File: src/rtl/ace_rd_arbiter.sv
// Two-port ACE read arbiter (IFU = port 0, LSU = port 1) with a registered AR slot
// and an owner FIFO that steers in-order R bursts back. Option: ACE_RD_ARB_LSU_PRIO_EN.
module ace_rd_arbiter #(
    parameter int ADDR_WIDTH      = 32,
    parameter int DATA_WIDTH      = 128,
    parameter int MAX_OUTSTANDING = 4
) (
    input  logic                              clk,
    input  logic                              rst,
    input  logic                              s0_ar_valid,
    output logic                              s0_ar_ready,
    input  logic [ADDR_WIDTH-1:0]             s0_ar_addr,
    input  logic [7:0]                        s0_ar_len,
    output logic                              s0_r_valid,
    input  logic                              s0_r_ready,
    output logic [DATA_WIDTH-1:0]             s0_r_data,
    output logic [1:0]                        s0_r_resp,
    output logic                              s0_r_last,
    input  logic                              s1_ar_valid,
    output logic                              s1_ar_ready,
    input  logic [ADDR_WIDTH-1:0]             s1_ar_addr,
    input  logic [7:0]                        s1_ar_len,
    output logic                              s1_r_valid,
    input  logic                              s1_r_ready,
    output logic [DATA_WIDTH-1:0]             s1_r_data,
    output logic [1:0]                        s1_r_resp,
    output logic                              s1_r_last,
    output logic                              m_ar_valid,
    input  logic                              m_ar_ready,
    output logic [ADDR_WIDTH-1:0]             m_ar_addr,
    output logic [7:0]                        m_ar_len,
    input  logic                              m_r_valid,
    output logic                              m_r_ready,
    input  logic [DATA_WIDTH-1:0]             m_r_data,
    input  logic [1:0]                        m_r_resp,
    input  logic                              m_r_last,
    output logic [$clog2(MAX_OUTSTANDING):0]  outstanding,
    output logic                              err_orphan
);
    localparam int PTR_W = $clog2(MAX_OUTSTANDING);
    localparam int CNT_W = PTR_W + 1;
    localparam logic [CNT_W-1:0] DEPTH = CNT_W'(MAX_OUTSTANDING);

    typedef enum logic {AR_EMPTY, AR_FULL} ar_state_t;

    ar_state_t             r_ar_state;
    logic [ADDR_WIDTH-1:0] r_ar_addr;
    logic [7:0]            r_ar_len;
    logic                  r_owner [MAX_OUTSTANDING];
    logic [PTR_W-1:0]      r_wr_ptr;
    logic [PTR_W-1:0]      r_rd_ptr;
    logic [CNT_W-1:0]      r_count;
    logic                  r_err_orphan;

    logic w_fifo_empty;
    logic w_head;
    logic w_pop;
    logic w_full_after_pop;
    logic w_can_load;
    logic w_pick1;
    logic w_grant;

    assign w_fifo_empty = (r_count == '0);
    assign w_head       = r_owner[r_rd_ptr];

    // R path: the FIFO head owns the current burst; an empty FIFO refuses every beat.
    assign m_r_ready  = !w_fifo_empty && (w_head ? s1_r_ready : s0_r_ready);
    assign s0_r_valid = m_r_valid && !w_fifo_empty && !w_head;
    assign s1_r_valid = m_r_valid && !w_fifo_empty &&  w_head;
    assign s0_r_data  = m_r_data;
    assign s0_r_resp  = m_r_resp;
    assign s0_r_last  = m_r_last;
    assign s1_r_data  = m_r_data;
    assign s1_r_resp  = m_r_resp;
    assign s1_r_last  = m_r_last;

    assign w_pop            = m_r_valid && m_r_ready && m_r_last;
    assign w_full_after_pop = (r_count == DEPTH) && !w_pop;

    assign m_ar_valid = (r_ar_state == AR_FULL);
    assign m_ar_addr  = r_ar_addr;
    assign m_ar_len   = r_ar_len;

    // NOTE: rst gates the grant so no handshake is offered while reset is held,
    // even if a requester already drives valid.
    assign w_can_load = rst && ((r_ar_state == AR_EMPTY) || (m_ar_valid && m_ar_ready))
                        && !w_full_after_pop;

`ifdef ACE_RD_ARB_LSU_PRIO_EN
    assign w_pick1 = s1_ar_valid;
`else
    logic r_rr_ptr;
    assign w_pick1 = s1_ar_valid && (!s0_ar_valid || r_rr_ptr);

    always_ff @(posedge clk or negedge rst) begin
        if (!rst)         r_rr_ptr <= 1'b0;
        else if (w_grant) r_rr_ptr <= !w_pick1;
    end
`endif

    assign s0_ar_ready = w_can_load && s0_ar_valid && !w_pick1;
    assign s1_ar_ready = w_can_load && w_pick1;
    assign w_grant     = w_can_load && (s0_ar_valid || s1_ar_valid);

    always_ff @(posedge clk or negedge rst) begin
        if (!rst) begin
            r_ar_state <= AR_EMPTY;
            r_ar_addr  <= '0;
            r_ar_len   <= '0;
        end else if (w_grant) begin
            r_ar_state <= AR_FULL;
            r_ar_addr  <= w_pick1 ? s1_ar_addr : s0_ar_addr;
            r_ar_len   <= w_pick1 ? s1_ar_len  : s0_ar_len;
        end else if (m_ar_valid && m_ar_ready) begin
            r_ar_state <= AR_EMPTY;
        end
    end

    // NOTE: the owner storage has no reset; the reset pointers and count make any
    // stale entry unreachable, and the empty check masks the head read.
    always_ff @(posedge clk) begin
        if (w_grant) r_owner[r_wr_ptr] <= w_pick1;
    end

    always_ff @(posedge clk or negedge rst) begin
        if (!rst) begin
            r_wr_ptr     <= '0;
            r_rd_ptr     <= '0;
            r_count      <= '0;
            r_err_orphan <= 1'b0;
        end else begin
            if (w_grant) r_wr_ptr <= r_wr_ptr + PTR_W'(1);
            if (w_pop)   r_rd_ptr <= r_rd_ptr + PTR_W'(1);
            case ({w_grant, w_pop})
                2'b10:   r_count <= r_count + CNT_W'(1);
                2'b01:   r_count <= r_count - CNT_W'(1);
                default: ;
            endcase
            if (m_r_valid && w_fifo_empty) r_err_orphan <= 1'b1;
        end
    end

    assign outstanding = r_count;
    assign err_orphan  = r_err_orphan;

endmodule

File: config.mk
export PLATFORM = sky130hd
export DESIGN_NAME = ace_rd_arbiter
export DESIGN_NICKNAME = d
export VERILOG_FILES = /design/src/rtl/ace_rd_arbiter.sv
export SDC_FILE = /design/constraint.sdc
export NUM_CORES = 1
export LEC_CHECK = 0
export ABC_AREA = 1
export CAP_MARGIN = 20
export CELL_PAD_IN_SITES_DETAIL_PLACEMENT = 0
export CELL_PAD_IN_SITES_GLOBAL_PLACEMENT = 1
export CORE_AREA = 3 3 208 210
export DETAILED_ROUTE_END_ITERATION = 12
export DIE_AREA = 0 0 211 213
export HOLD_SLACK_MARGIN = 0.12
export PLACE_DENSITY_LB_ADDON = 0.1
export SLEW_MARGIN = 15
export SYNTH_ARGS = -nofsm -noshare
export SYNTH_HDL_FRONTEND = slang
export SYNTH_SLANG_ARGS = --single-unit
File: constraint.sdc
create_clock -name clk -period 2.7 [get_ports clk]
set_clock_uncertainty 0.15 [all_clocks]
set_input_delay 0.27 -clock clk [delete_from_list [all_inputs] [get_ports clk]]
set_output_delay 0.27 -clock clk [all_outputs]
set_load 0.03 [all_outputs]
==> run summary <==
Status: complete, no violations
Period utilization: 0.886
Largest net degree at the start of global routing: 51
Routed Antenna Nets: 0
Initial Util: 0.118
Clk_lat worst skew: 0.31 ns
CTS Sinks: 54
Final routed DRC violation total: 0
CP max-delay cell: dfrtp_1
TritonCTS clock tree: yes
Net count, final: 755
Leading area contributor after synthesis: buf_4
Clock network power share: 0.172
Total power per unit cell area: 999 mW/mm²
Critical path startpoint category: register
Ys flop type: dfrtp_1
Comb pwr share: 0.550
Fillers: 4821
Syn avg cell area: 7.46 µm²
FF+latch count, synth: 54
Placed Cells incl. Taps: 1061
CP endpoint kind: output pin
# diodes: 0
Core area: 0.0418 mm²
Hold Slack: 0.317 ns
Peak supply drop: 207 µV
P_int: 2.82 mW
Sequential share of the synthesized area: 0.279
Yosys warnings: 0
Hold Path Class: register to register
Num CTS Buffers: 5
Worst Path Required: 2.28 ns
Horiz. Die Dim: 211 µm
Minimum clock period after layout: 2.39 ns
Initial antenna violation count: 0
RSZ-0062 raised after global routing: no
Mapped Cells: 658
GR Util All Layers: 0.0789
Mapped Nets: 883
Die area: 0.0449 mm²
Crit path kind: register to output pin
Slew HR: 0.461
Fmax: 418 MHz
Final setup vio count: 0
CP peak stage delay: 0.43 ns
Max cap viols: 0
Fin. max-slew vios: 0
Total grt overflow: 0
Multi-input logic area: 0.00138 mm²
Htree depth: 2
First-pass GRT wire length: 25800 µm
Critical Path Fanout Max: 49
Buf/Inv on CP: 3
Post-synth top cells: buf_4 (267), nand2_1 (214), dfrtp_1 (50), nand4_1 (43), inv_1 (19)
Top delay family on crit path: simple AND/OR/NAND/NOR gates
Vias per inst: 3.06
P&R area growth vs syn: 5.99%
Slew @ Worst Pin: 0.808 ns
CTS clk-pin slew, worst paths: 0.08 ns
Post-synth ARST share: 0.926
Core Rows: 75
Via count: 3275
Die extent in y: 213 µm
Pre-antenna DRT Iters: 4
Hold violation count in the final report: 0
CP Cell Sequence: inv_2, nand3_2, nand2_2, nor2_2, nand3_2, nand2_4, nand3_4, buf_12, nor2_1, buf_4
Switching Power: 2.38 mW
Layout cell share with drive strength beyond 1: 0.0697
Worst setup margin: 0.308 ns
I/O pins: 531
EDFF count, synth: 4
Register area: 0.00137 mm²
Post-Syn Area: 0.00491 mm²
Yosys top cell area share: 0.408
Largest cells by area after synthesis: buf_4 (41%), dfrtp_1 (25%), nand2_1 (16%), nand4_1 (5.5%), edfxtp_1 (2.4%)
Final Wtd Congestion: 0.640
Vias in the first global route: 3640
CP most frequent cell: nand3_2
Final wirelength: 18400 µm
First DRT Iteration DRCs: 137
Cell with the most instances after synthesis: buf_4
Distinct cells, synth: 28
Switching portion of total power: 0.457
Post-DP HPWL: 13800 µm
Seq pwr share: 0.278
Mean routed wirelength per cell: 17.2 µm
Port bufs: 140
Lkg Pwr: 2.31 nW
CTS max path bufs: 2
Post-Layout Cell Count: 1070
Tot Pwr: 5.20 mW
Clk root buf: clkbuf_16
Setup TNS: 0 ns
Dpl ws: 0.158 ns
Worst path arrival time: 1.97 ns
repair_timing:
item,CTS,global route
buffers inserted,0,0
hold buffers,1,0
gates resized for setup,0,0
endpoints found under the hold margin,50,0
flip-flops by register name (all words and copies together) (netlist names):
signal	cells
r_wr_ptr	2
m_ar_len	8
r_rr_ptr	1
m_ar_addr	32
r_rd_ptr	2
err_orphan	1
m_ar_valid	1
outstanding	3
r_owner	4
worst paths after layout:
check	from	endpoint	slack (ns)	cells past startpoint
min	err_orphan	err_orphan	0.32	1
max in group asynchronous	rst	m_ar_addr[27]	1.30	3
min in group asynchronous	rst	m_ar_addr[7]	0.57	3
min reg2reg	err_orphan	err_orphan	0.32	1
max reg2reg	outstanding[0]	outstanding[2]	0.34	13
max	outstanding[0]	s1_ar_ready	0.31	10
final cells by class:
type                    instances  share of cell area
clock buffers                   5              0.0241
clock inverters                 3              0.0123
inverters                      21              0.0152
multi-input cells             294               0.264
flip-flops and latches         54               0.264
well taps                     539               0.130
repair buffers                154               0.291
cell families (layout without fill, tap and decap cells):
| group | Yosys count | count (layout) | share of synthesized area |
|---|---|---|---|
| buffers and inverters | 310 | 183 | 0.442 |
| and+or+nand+nor | 276 | 276 | 0.244 |
| DFF | 54 | 54 | 0.279 |
| AOI/OAI and AO/OA | 8 | 8 | 0.00994 |
| adders and majority gates | 6 | 6 | 0.0168 |
| xor gates and xnor gates | 4 | 4 | 0.00714 |
cells in the final DEF (no fill, tap or decap):
cell / n
o21a_2: 1
ha_1: 5
fa_1: 1
nand2_1: 214
or2_2: 1
dfrtp_1: 50
nand2_4: 1
clkinv_1: 1
o21ai_4: 1
dlygate4sd3_1: 1
a21o_1: 1
buf_4: 15
nor2_2: 1
a21oi_1: 2
bufinv_16: 2
nor2_1: 8
inv_2: 3
nor3_1: 1
nand3_4: 1
edfxtp_1: 4
o21ai_0: 2
nand3_2: 4
clkbuf_16: 5
nand3_1: 1
xnor2_1: 1
nand4_1: 43
o21ai_1: 1
buf_12: 1
nand2_2: 1
xor2_1: 3
inv_1: 18
clkdlybuf4s50_1: 137
per-stage QoR:
stage	util	cell area [µm²]
after floorplan	-	4910
after global placement	0.120	5000
after global routing	0.125	5200
after detailed placement	0.120	5000
after CTS	0.125	5200
final	0.125	5200
worst register-to-register path, stage by stage, from the launching register on:
cell     delay [ns]
dfrtp_1        0.44
inv_2          0.10
nand3_2        0.11
nand2_2        0.11
nor2_2         0.04
nand3_2        0.13
nand2_4        0.08
nand3_4        0.09
ha_1           0.14
inv_1          0.06
fa_1           0.38
a21oi_1        0.15
o21ai_0        0.12
xor2_1         0.15
power by group through the flow:
stage / Clock [mW] / Combinational (mW) / Sequential [mW]
after global routing: 0.986 / 3.12 / 1.50
after detailed placement: 0 / 2.95 / 1.47
after floorplan: 0 / 1.65 / 2.09
final: 0.897 / 2.86 / 1.44
after CTS: 0.958 / 2.96 / 1.46
after global placement: 0 / 2.95 / 1.46
layer usage:
metal / vias up / share of wire / global-route usage
met5: - / 0 / 0
met4: 0 / 0.042 / 0.0386
met3: 73 / 0.10 / 0.0392
met2: 241 / 0.48 / 0.132
met1: 1437 / 0.37 / 0.0832
li1: 1524 / - / -
(Power assumes the default switching activity.)
==> edit, RTL diff (same flow settings) <==
The option `ACE_RD_ARB_LSU_PRIO_EN` is turned on by a define.
--- a/src/rtl/ace_rd_arbiter.sv
+++ b/src/rtl/ace_rd_arbiter.sv
@@ -1,4 +1,6 @@
 // Two-port ACE read arbiter (IFU = port 0, LSU = port 1) with a registered AR slot
 // and an owner FIFO that steers in-order R bursts back. Option: ACE_RD_ARB_LSU_PRIO_EN.
+`define ACE_RD_ARB_LSU_PRIO_EN
+
 module ace_rd_arbiter #(
     parameter int ADDR_WIDTH      = 32,
Behaviour: not the same (Yosys sat finds a counterexample within 4 cycles, from zero or initial values and one cycle with rst low).
==> edit against the original RTL <==
Critical path type unchanged. Wire length down 1.8%. Worst hold slack better by 2.9 ps. Design area down 2.2%. Via count up 0.21%. Total power down 6.7%. Synthesized area down 0.82%. Die area unchanged. Sequential cell count down 1. Largest cell class unchanged. Global-route usage down 0.18 points. Worst setup slack worse by 32 ps.
==> edit: results (changes against the original RTL) <==
outcome: "finished, final reports clean"
sw_frac_of_total_pct: 45.8  # about the same
n_fill_cell: 4787  # -0.71%
vias: 3282  # +0.21%
grt_usage_pct: 7.71  # -0.18 points
vdd_ir_drop_max_mv: 0.228  # +10%
leakage_nw: 2.26  # -2.3%
grt_use_met2_pct: 13.0  # -0.17 points
yosys-top-cells-count: "262 x buf_4, 214 x nand2_1, 49 x dfrtp_1"
cpPeakStageDelay_ps: 400  # -30 ps
drtIter0Drc: 93  # -32%
synth-compound-area-share_pct: 0.822  # -0.17 points
synthAdderAreaFrac_pct: 1.70  # +0.014 points
routed_wl_um: 18100  # -1.8%
synth_xor_area_share_pct: 0.720  # +0.0059 points
met3_usage_pct: 3.88  # -0.044 points
grt_pass1_vias: 3540  # -2.7%
grt_pass1_wl_um: 25200  # -2.5%
crit_fanout: 7  # -86%
crit_start: "r_rd_ptr[0]$_DFFE_PN0P_"
synthTopCellsByArea: "buf_4 40%, dfrtp_1 25%, nand2_1 16%, nand4_1 5.4%, edfxtp_1 2.5%"
gp_congestion: 0.663  # +3.6%
yosysUniqueCellTypes: 25  # -11%
nets: 748  # -0.93%
async_flop_share_pct: 92.5  # -0.14 points
slew-limit-headroom_pct: 50.1  # +4.0 points
grtUsageMet1_pct: 7.98  # -0.35 points
## edit: metrics by stage
step | hold WS, ps | instances | area (um2) | worst slack (ps) | util (%)
global placement | 306 | 1054 | 4910 | 180 | 11.8
floorplan | -176 | 654 | 4870 | 193 | -
detailed placement | 310 | 1054 | 4910 | 219 | 11.8
finish | 320 | 1063 | 5090 | 275 | 12.2
CTS | 330 | 1063 | 5090 | 197 | 12.2
global route | 339 | 1063 | 5090 | 87.6 | 12.2
## edit: power by group through the flow
stage | clock network [mW] | logic, mW | registers, mW
global placement | 0 | 2.73 | 1.42
detailed placement | 0 | 2.72 | 1.44
global route | 0.885 | 2.89 | 1.46
finish | 0.796 | 2.65 | 1.40
floorplan | 0 | 1.54 | 2.04
CTS | 0.868 | 2.73 | 1.42
## edit: metal layers
layer	share of wire, %	vias up
li1	-	1511
met1	36	1438
met2	48	261
met3	12	72
met4	4.4	0
met5	0	-
## edit: cell families (layout without fill, tap and decap cells)
| family | count (synthesis) | after routing |
|---|---|---|
| AOI/OAI and AO/OA | 7 | 7 |
| xor gates and xnor gates | 4 | 4 |
| adders and majority gates | 6 | 6 |
| buffers and inverters | 309 | 179 |
| DFF | 53 | 53 |
| and+or+nand+nor | 275 | 275 |
## edit: area by class of cell
type,instances,area share [%]
clock buffer,6,2.53
clock inverter,2,0.763
inverter,20,1.48
multi-input combinational,292,26.6
sequential,53,26.5
tap,539,13.3
timing repair buffer,151,28.9
## edit: worst max-delay path, delay by kind of cell (launching register included)
family                 cells  cell delay, ps
DFF                        1             400
and+or+nand+nor            8             820
buffers and inverters      3             460
## edit: worst paths after layout
kind	cells past startpoint	endpoint
min in group asynchronous	3	m_ar_addr[4]$_DFFE_PN0P_
max reg2reg	14	outstanding[2]$_DFFE_PN0P_
min	1	err_orphan$_DFFE_PN0P_
min reg2reg	1	err_orphan$_DFFE_PN0P_
max in group asynchronous	3	m_ar_addr[20]$_DFFE_PN0P_
max	11	s0_ar_ready
